### src/rtl/serial_add_sequencer.sv
// Bit-serial add/subtract controller: one shared full-adder cell walks the
// operands LSB first, one bit per clock, then reports result and ALU flags.
`timescale 1ps/1ps

module serial_add_sequencer #(
  parameter int WIDTH = 64
) (
  input  logic             clk,
  input  logic             reset,
  input  logic             start,
  input  logic             sub,
  input  logic [WIDTH-1:0] a,
  input  logic [WIDTH-1:0] b,
  output logic             ready,
  output logic             busy,
  output logic             done,
  output logic [WIDTH-1:0] result,
  output logic             cout,
  output logic             overflow,
  output logic             zero,
  output logic             negative
);

  localparam int CW = (WIDTH > 2) ? $clog2(WIDTH) : 1;

  localparam logic [1:0] S_IDLE = 2'd0;
  localparam logic [1:0] S_RUN  = 2'd1;
  localparam logic [1:0] S_DONE = 2'd2;

  localparam logic [CW-1:0] CNT_LAST   = CW'(WIDTH - 1);
  localparam logic [CW-1:0] CNT_PENULT = CW'(WIDTH - 2);

  logic [1:0]       state_q, state_d;
  logic [CW-1:0]    cnt_q, cnt_d;
  logic [WIDTH-1:0] opa_q, opa_d;
  logic [WIDTH-1:0] opb_q, opb_d;
  logic             carry_q, carry_d;
  logic             cmsb_q, cmsb_d;
  logic [WIDTH-1:0] result_q, result_d;
  logic             cout_q, cout_d;
  logic             ovf_q, ovf_d;
  logic             zero_q, zero_d;
  logic             neg_q, neg_d;

  logic cell_sum;
  logic cell_carry;
  logic accept;

  adder u_cell (
    .a    (opa_q[0]),
    .b    (opb_q[0]),
    .Cin  (carry_q),
    .out  (cell_sum),
    .Cout (cell_carry)
  );

  assign accept = start && (state_q != S_RUN);

  always_comb begin
    // NOTE: every next-state signal gets a default first so no path leaves it unassigned (no latches).
    state_d  = state_q;
    cnt_d    = cnt_q;
    opa_d    = opa_q;
    opb_d    = opb_q;
    carry_d  = carry_q;
    cmsb_d   = cmsb_q;
    result_d = result_q;
    cout_d   = cout_q;
    ovf_d    = ovf_q;
    zero_d   = zero_q;
    neg_d    = neg_q;

    if (state_q == S_RUN) begin
      opa_d    = opa_q >> 1;
      opb_d    = opb_q >> 1;
      result_d = {cell_sum, result_q[WIDTH-1:1]};
      carry_d  = cell_carry;
      cnt_d    = cnt_q + CW'(1);
      if (cnt_q == CNT_PENULT) begin
        cmsb_d = cell_carry;
      end
      if (cnt_q == CNT_LAST) begin
        // Flags are captured on the same edge the final sum bit lands.
        state_d = S_DONE;
        cout_d  = cell_carry;
        ovf_d   = cmsb_q ^ cell_carry;
        zero_d  = ~|result_d;
        neg_d   = cell_sum;
      end
    end else if (accept) begin
      // Subtraction is a + ~b + 1: invert B and seed the carry with 1.
      state_d  = S_RUN;
      cnt_d    = '0;
      opa_d    = a;
      opb_d    = sub ? ~b : b;
      carry_d  = sub;
      cmsb_d   = 1'b0;
      result_d = '0;
      cout_d   = 1'b0;
      ovf_d    = 1'b0;
      zero_d   = 1'b0;
      neg_d    = 1'b0;
    end else if (state_q == S_DONE) begin
      state_d = S_IDLE;
    end
  end

  always_ff @(posedge clk or posedge reset) begin
    if (reset) begin
      // NOTE: sequential state uses non-blocking assignments so all registers update together at the edge.
      state_q  <= S_IDLE;
      cnt_q    <= '0;
      opa_q    <= '0;
      opb_q    <= '0;
      carry_q  <= 1'b0;
      cmsb_q   <= 1'b0;
      result_q <= '0;
      cout_q   <= 1'b0;
      ovf_q    <= 1'b0;
      zero_q   <= 1'b0;
      neg_q    <= 1'b0;
    end else begin
      state_q  <= state_d;
      cnt_q    <= cnt_d;
      opa_q    <= opa_d;
      opb_q    <= opb_d;
      carry_q  <= carry_d;
      cmsb_q   <= cmsb_d;
      result_q <= result_d;
      cout_q   <= cout_d;
      ovf_q    <= ovf_d;
      zero_q   <= zero_d;
      neg_q    <= neg_d;
    end
  end

  assign ready    = (state_q != S_RUN);
  assign busy     = (state_q == S_RUN);
  assign done     = (state_q == S_DONE);
  assign result   = result_q;
  assign cout     = cout_q;
  assign overflow = ovf_q;
  assign zero     = zero_q;
  assign negative = neg_q;

endmodule

// Gate-level 1-bit full adder shared across all bit positions.
module adder (
  input  logic a,
  input  logic b,
  input  logic Cin,
  output logic out,
  output logic Cout
);

  logic axb;
  logic gen;
  logic prop;

  xor g_x0 (axb, a, b);
  xor g_x1 (out, axb, Cin);
  and g_a0 (gen, a, b);
  and g_a1 (prop, axb, Cin);
  or  g_o0 (Cout, gen, prop);

endmodule

### config.mk
export PLATFORM = sky130hd
export DESIGN_NAME = serial_add_sequencer
export DESIGN_NICKNAME = d
export VERILOG_FILES = /design/src/rtl/serial_add_sequencer.sv
export SDC_FILE = /design/constraint.sdc
export NUM_CORES = 1
export LEC_CHECK = 0
export BUFFER_PORTS_ARGS = -buffer_cell sky130_fd_sc_hd__buf_4
export CAP_MARGIN = 10
export CELL_PAD_IN_SITES_DETAIL_PLACEMENT = 0
export CELL_PAD_IN_SITES_GLOBAL_PLACEMENT = 2
export CORE_ASPECT_RATIO = 0.9
export CORE_UTILIZATION = 33
export CTS_CLUSTER_DIAMETER = 50
export DETAILED_ROUTE_END_ITERATION = 8
export PLACE_DENSITY = 0.9
export SLEW_MARGIN = 25
export SYNTH_ARGS = -nofsm -noshare
export SYNTH_HDL_FRONTEND = slang
export SYNTH_SLANG_ARGS = --single-unit
export TNS_END_PERCENT = 20
### constraint.sdc
create_clock -name clk -period 7.3 [get_ports clk]
set_input_delay 0.73 -clock clk [delete_from_list [all_inputs] [get_ports clk]]
set_output_delay 0.73 -clock clk [all_outputs]
set_load 0.1 [all_outputs]
# Yosys cells after proc, flatten, opt, wreduce, memory -nomap -nowiden
# Index checks and enable logic that the tools add are counted.
# Widths: inputs -> output; s select.
dict set report totals {
  register_bits 206
  latch_bits 0
  ram_bits 0
  rom_bits 0
  in_bits 132
  output_inout_bits 71
  n_memories 0
}
dict set report op_classes {
  addsub 1
  n_mul 0
  div_mod_pow 0
  magnitude_cmp 0
  eq_ne 7
  n_shift 0
  n_mux 26
  n_bitwise 7
  n_reduce_logical 8
}
# operator n
set ops {}
lappend ops {{$mux 64} 7}
lappend ops {{$not 64->64} 1}
lappend ops {{$reduce_or 64->1} 1}
lappend ops {{$mux 1} 13}
lappend ops {{$eq 6x6->1 const B} 2}
lappend ops {{$mux 6} 2}
lappend ops {{$mux 2} 4}
lappend ops {{$add 6x1->6 const B} 1}
lappend ops {{$ne 2x1->1 const B} 3}
lappend ops {{$reduce_and 2->1} 3}
lappend ops {{$reduce_bool 3->1} 1}
lappend ops {{$xor 1x1->1} 3}
lappend ops {{$and 1x1->1} 2}
lappend ops {{$eq 2x1->1 const B} 1}
lappend ops {{$eq 2x2->1 const B} 1}
lappend ops {{$reduce_bool 2->1} 1}
lappend ops {{$logic_and 1x1->1} 1}
lappend ops {{$logic_not 1->1} 1}
lappend ops {{$or 1x1->1} 1}

# Longest topological paths before layout
# Gate-level depths: netlist (run 1).
dict set report logic_depth {
  word_depth 6
  ltp_mapped 9
}

# By module
# From an unflattened synthesis (run 1), not the netlist that was laid out.
dict set report hier_totals {
  cells_unflattened 1064
  area_unflattened_um2 9865.7
}
# module instances cells_per_inst area_each_um2 seq_area_each_um2
set modules_own_cells {}
lappend modules_own_cells {serial_add_sequencer 1 1063 9845.7 5154.9}
lappend modules_own_cells {adder 1 1 20.0 0.0}

# Worst setup path after synthesis (run 1)
# No wires, ideal clock.
dict set report synth_timing {
  path_kind {register to output}
  startpoint {register state_q[1]}
  endpoint {output port ready}
  arrival_time_ns 2.503
  path_slack_ns 4.067
  path_stages_with_launch 7
  path_buffers 3
  path_cell_list {dfrtp_1 > inv_1 > ha_1 > buf_6 > buf_2 > inv_2 > clkbuf_1}
}
dict set report synth_between {
  elab_chain_cells 1
}
# element line
set synth_rtl {}
lappend synth_rtl {{start, declared} 33} ;# logic [1:0] state_q, state_d;
lappend synth_rtl {{start signal, assigned} 123} ;# state_q <= state_d;
lappend synth_rtl {{$ne 2x1->1} 137} ;# assign ready = (state_q != S_RUN);
lappend synth_rtl {{end, declared} 14} ;# output logic ready,
# No other way between the ends.

# Final worst setup path (run 1)
dict set report layout_timing {
  startpoint {register state_q[1]}
  endpoint {output port busy}
}
dict set report layout_between {
  elab_chain_cells 1
}
# element line
set layout_rtl {}
lappend layout_rtl {{$eq 2x1->1} 138} ;# assign busy = (state_q == S_RUN);
lappend layout_rtl {{end, declared} 15} ;# output logic busy,
# No other way between the ends.

==> results of run 1 <==
## metrics by stage
step	instances	area, um^2
floorplan	1067	9700
global placement	1591	11400
detailed placement	1591	11400
CTS	1643	12500
global route	1643	12500
finish	1644	12500
## flip-flops by register name, summed over array words and instances (netlist names)
signal / flops
cout: 1
state_q: 2
opb_q: 64
carry_q: 1
cmsb_q: 1
result: 64
negative: 1
zero: 1
overflow: 1
cnt_q: 6
opa_q: 64
## layout by cell type (no fill, tap or decap), types with 2 or more instances in the layout
cell type / synthesis / layout
clkinv_2: 0 / 3
o211ai_1: 2 / 2
xnor2_1: 66 / 66
ha_1: 4 / 3
nor4_1: 11 / 11
o21ai_0: 260 / 260
a21oi_1: 2 / 2
clkbuf_16: 0 / 29
buf_6: 1 / 2
dfrtp_1: 206 / 206
clkbuf_8: 0 / 5
nand4_1: 5 / 5
inv_6: 0 / 3
clkinvlp_4: 0 / 3
clkbuf_1: 48 / 3
nor2_1: 6 / 6
nand2_1: 328 / 328
inv_1: 9 / 8
mux2i_1: 66 / 66
nor4_2: 3 / 3
bufinv_16: 0 / 6
buf_4: 2 / 205
nand3_1: 3 / 3
## power by group
| group | internal [W] | total (W) | switching, W |
|---|---|---|---|
| clock network | 0.000981 | 0.00151 | 0.000532 |
| registers | 0.00154 | 0.00175 | 0.000211 |
| logic | 0.000427 | 0.00131 | 0.000886 |
| total | 0.00294 | 0.00457 | 0.00163 |
## per-layer routing
layer  wire length (um)  global-route usage  part of all wire  up-vias
li1                   -                   -                 -     3884
met1              11600               0.229              0.49     3597
met2               9950               0.237              0.42      192
met3               1790              0.0421             0.075       35
met4                423              0.0363             0.018        0
met5                  0                   0                 0        -
## path summary, 6_finish.rpt
| check | end | slack (ps) | cells after the start |
|---|---|---|---|
| max in group asynchronous | result[1] | 5500 | 3 |
| min in group clk | opa_q[63] | 440 | 3 |
| setup reg to reg | zero | 3820 | 7 |
| setup / recovery | busy | 3420 | 4 |
| hold / removal | result[8] | 280 | 2 |
| hold reg to reg | opb_q[38] | 470 | 2 |
## layout make-up
cell class                      count  area share
Clock buffer                       36      0.0634
Antenna cell                        1    0.000200
Timing Repair Buffer              208       0.126
Inverter                           10     0.00401
Sequential cell                   206       0.413
Multi-Input combinational cell    771       0.334
Tap cell                          396      0.0397
Clock inverter                     16      0.0202
## kinds of logic (layout without fill, tap and decap cells)
family / Yosys count / count (layout) / synth area share
AND/OR/NAND/NOR: 361 / 361 / 0.150
AO/OA/AOI/OAI: 273 / 273 / 0.144
flip-flops: 206 / 206 / 0.531
buffers and inverters: 90 / 270 / 0.0397
XOR/XNOR: 66 / 66 / 0.0596
multiplexers: 66 / 66 / 0.0681
adder cells (fa/ha/maj): 5 / 5 / 0.00722
other: 0 / 1 / 0
==> reports/qor.yml, run 1 <==
sta:
  max_freq_mhz: 258
  rsz0062_at_grt: "false"
  slew_viol_final: 0
  setup_tns_ps: 0
  setup_viol: 0
  worstMarginPinSlew_ps: 936
  min_period_ps: 3880
  clock_skew_ps: 20.8
  fin_ws_ps: 3420
  maxSlewHeadroom: 0.376
  period_share: 0.531
  hold_violations: 0
  timing.hold.ws_ps: 285
worst_setup_path:
  critPathMaxStageDelay_ps: 840
  cp.arrival_ps: 3150
  cp_common_cell: "buf_4"
  path_buf_inv: 3
  required_ps: 6570
  worstReg2RegStart: "state_q[1]"
  path_class: "register to output port"
  crit_chain: "inv_1 > ha_4 > buf_4 > buf_4"
  worstSetupStartpointType: "register"
  critPathMaxFanout: 101
  worstSetupStartpoint: "state_q[1]"
  endpoint_kind: "output port"
  crit_slowest_cell: "buf_4"
  critPathTopFamily: "buffers and inverters"
worst_hold_path:
  hp-class: "primary input to asynchronous set/reset pin"
final_layout:
  areaGrowthSynthToFinish_pct: 28.8
  drive_above_1_share: 0.213
  n_fill_cell: 2894
  fin_nets: 1363
  multiInputGateArea_um2: 4170
  final_util: 0.432
  seq_area_um2: 5150
die:
  die-area_um2: 30100
  die_w_um: 183
  core_um2: 28900
  rows: 59
  io_pins: 203
  die_h_um: 165
  initial_core_util: 0.335
detailed_routing:
  vias: 7708
  wire_per_inst_um: 14.4
  drtIter0Drc: 442
  drc: 0
  via_per_inst: 4.69
  drtAntennaViolNets: 0
  routed_wl_um: 23700
  first_pass_iters: 4
logic_synthesis:
  ys_ff_latch: 206
  ys_types: 35
  dominantRegCellSynth: "dfrtp_1"
  synth_common_cells: "nand2_1 (328), o21ai_0 (260), dfrtp_1 (206), mux2i_1 (66), xnor2_1 (66)"
  synth_top_area_share: 0.531
  synth_area_um2: 9700
  async_flop_share: 1.00
  synth-edff-count: 0
  yosys-top-cells-area: "dfrtp_1 (53%), o21ai_0 (13%), nand2_1 (13%), mux2i_1 (6.8%), xnor2_1 (6.0%)"
  postSynthCellCount: 1067
  yosysTopAreaCell: "dfrtp_1"
  syn-num-nets: 1204
  yosysMostFrequentCell: "nand2_1"
  synth_warnings: 0
  seq_area_frac_synth: 0.531
  avgSynthCellArea_um2: 9.09
clocking:
  worstSkewPairLatency_ps: 540
  root_buffer: "clkbuf_16"
  cts_tree: "yes"
  cts_resized: 0
  cts_max_path_buffers: 3
  numCtsBuffers: 29
  post_cts_buffers: 0
  clk_pin_slew_ps: 60
  cts_hold_buf: 0
  clock-sinks: 206
  h-tree-depth: 1
run:
  max_cap_viol_count: 0
grt:
  grt_overflow: 0
  antenna_found_initial: 0
  track_usage: 0.159
  grt_pass1_vias: 7411
  grt_start_max_net_pins: 137
  grt_pass1_wl_um: 39100
place:
  gp_congestion: 0.734
  place_hpwl_um: 14600
  portBuffers: 202
  dp_slack_ps: 3720
pwr:
  p_total_w: 0.00457
  ir_worst_vdd_mv: 0.244
  p_per_area_nw_per_um2: 366
  p_leak_nw: 5.71
status:
  outcome: "finished clean"
Power figures use the tool's default switching activity.
==> run 2: changes to the inputs <==
--- a/config.mk
+++ b/config.mk
@@ -10,10 +10,10 @@
 export CELL_PAD_IN_SITES_DETAIL_PLACEMENT = 0
 export CELL_PAD_IN_SITES_GLOBAL_PLACEMENT = 2
 export CORE_ASPECT_RATIO = 0.9
-export CORE_UTILIZATION = 33
+export CORE_UTILIZATION = 30
 export CTS_CLUSTER_DIAMETER = 50
 export DETAILED_ROUTE_END_ITERATION = 8
-export PLACE_DENSITY = 0.9
+export PLACE_DENSITY = 0.86
 export SLEW_MARGIN = 25
 export SYNTH_ARGS = -nofsm -noshare
 export SYNTH_HDL_FRONTEND = slang
==> constraint.sdc (replaced) <==
create_clock -name clk -period 3.4 [get_ports clk]
set_input_delay 0.34 -clock clk [delete_from_list [all_inputs] [get_ports clk]]
set_output_delay 0.34 -clock clk [all_outputs]
set_load 0.1 [all_outputs]
==> run 2 against run 1 <==
Total power increased by 120%. Critical path type unchanged. Count of clock-buffer cells in the layout decreased by 2. Routed wire length is 5.1% higher.
==> reports/qor.yml, run 2 (synthesis gave the netlist of run 1 again) <==
worst_setup_path:
  endpoint_kind: "output port"  # unchanged
  path_class: "register to output port"  # unchanged
  cp.arrival_ps: 2440  # was 3150 ps
  required_ps: 3060  # was 6570 ps
  critPathMaxFanout: 49  # was 101
  worstSetupStartpointType: "register"  # unchanged
place:
  gp_congestion: 0.740  # was 0.734
  place_hpwl_um: 15800  # was 14600 um
  dp.cells: 1616  # was 1591
  dp_slack_ps: 1130  # was 3720 ps
  portBuffers: 202  # unchanged
final_layout:
  layout_common_cells: "nand2_1 (328), o21ai_0 (260), buf_4 (207)"  # was nand2_1 (328), o21ai_0 (260), dfrtp_1 (206)
  n_fill_cell: 3239  # was 2894
  drive_above_1_share: 0.216  # was 0.213
  final_common_cell: "nand2_1"  # unchanged
  n_antenna_cell: 0  # was 1
  areaGrowthSynthToFinish_pct: 29.9  # was 28.8%
  fin_nets: 1369  # was 1363
  stdcell_count: 1670  # was 1644
clocking:
  cts_tree: "yes"  # unchanged
  worstSkewPairLatency_ps: 540  # about the same
  numCtsBuffers: 29  # unchanged
  clock-sinks: 206  # unchanged
  cts_max_path_buffers: 3  # unchanged
  root_buffer: "clkbuf_16"  # unchanged
  cts_resized: 0  # unchanged
  clk_pin_slew_ps: 50  # was 60 ps
  h-tree-depth: 1  # unchanged
sta:
  slew_viol_final: 0  # unchanged
  min_period_ps: 2780
  timing.hold.ws_ps: 55.8  # was 285 ps
  period_share: 0.817
  setup_viol: 0  # unchanged
  worstMarginPinSlew_ps: 897  # was 936 ps
  maxSlewHeadroom: 0.402  # was 0.376
  max_freq_mhz: 360
  fin_ws_ps: 623  # was 3420 ps
  rsz0062_at_grt: "false"  # unchanged
  setup_tns_ps: 0  # unchanged
  hold_violations: 0  # unchanged
  clock_skew_ps: 22.9  # was 20.8 ps
die:
  io_pins: 203  # unchanged
  core_um2: 31900  # was 28900 um^2
  die_w_um: 192  # was 183 um
  initial_core_util: 0.304  # was 0.335
  rows: 62  # was 59
  die_h_um: 173  # was 165 um
  die-area_um2: 33100  # was 30100 um^2
grt:
  grt_pass1_vias: 7687  # was 7411
  grt_overflow: 0  # unchanged
  grt_start_max_net_pins: 144  # was 137
  track_usage: 0.150  # was 0.159
  antenna_found_initial: 0  # unchanged
  grt_pass1_wl_um: 40400  # was 39100 um
pwr:
  p_leak_nw: 5.74  # was 5.71 nW
  ir_worst_vdd_mv: 0.415  # was 0.244 mV
  p_per_area_nw_per_um2: 784  # was 366 nW/um^2
detailed_routing:
  drtAntennaViolNets: 0  # unchanged
  drtIter0Drc: 360  # was 442
  first_pass_iters: 4  # unchanged
  wire_per_inst_um: 14.9  # was 14.4 um
  routed_wl_um: 24900  # was 23700 um
  via_per_inst: 4.70  # was 4.69
  vias: 7844  # was 7708
  drc: 0  # unchanged
status:
  outcome: "finished clean"  # unchanged
worst_hold_path:
  hp-class: "primary input to register"  # was primary input to asynchronous set/reset pin
run:
  max_cap_viol_count: 0  # unchanged
[run 2: metal layers]
metal / part of all wire / track usage
met5: 0 / 0
met4: 0.020 / 0.0317
met3: 0.070 / 0.0375
met2: 0.42 / 0.225
met1: 0.49 / 0.217
[run 2: layout make-up]
| type | instances | area, um^2 | area share |
|---|---|---|---|
| clock buffer | 34 | 764 | 0.0607 |
| multi-input combinational | 771 | 4170 | 0.331 |
| tap | 416 | 520 | 0.0413 |
| timing repair buffer | 214 | 1670 | 0.132 |
| inverter | 10 | 41.3 | 0.00328 |
| sequential | 206 | 5150 | 0.409 |
| clock inverter | 19 | 277 | 0.0219 |
[run 2: final timing paths]
check                      depth (start not counted)  slack [ps]        from         end
max                                                4         620  state_q[1]       ready
min                                                3          60       a[63]   opa_q[63]
max reg2reg                                        6        1150  state_q[1]  result[10]
min reg2reg                                        2         470   opb_q[52]   opb_q[51]
max in group asynchronous                          4        2020       reset   opa_q[16]
min in group asynchronous                          3         480       reset   result[9]
[run 2: through the flow]
step                      utilization  instance area [um^2]  total power [W]
after global placement          0.362                 11500          0.00665
after CTS                       0.395                 12600           0.0101
after floorplan                     -                  9700          0.00593
after detailed placement        0.362                 11500          0.00674
final                           0.395                 12600          0.00988
after global routing            0.395                 12600           0.0106
[run 2: power by group]
group          internal (W)  total (W)  switching [W]
combinational      0.000947    0.00289        0.00194
sequential          0.00330    0.00376       0.000460
clock               0.00207    0.00324        0.00117
[run 2: timing repair]
action	CTS	global route
endpoints found under the hold margin	24	0
hold buffers	1	0
setup buffers	0	0
[run 2: critical path: stages, from the launching register on]
cell and delay [ps]:
dfrtp_1 370, inv_1 90, ha_4 300, inv_2 680, buf_4 420
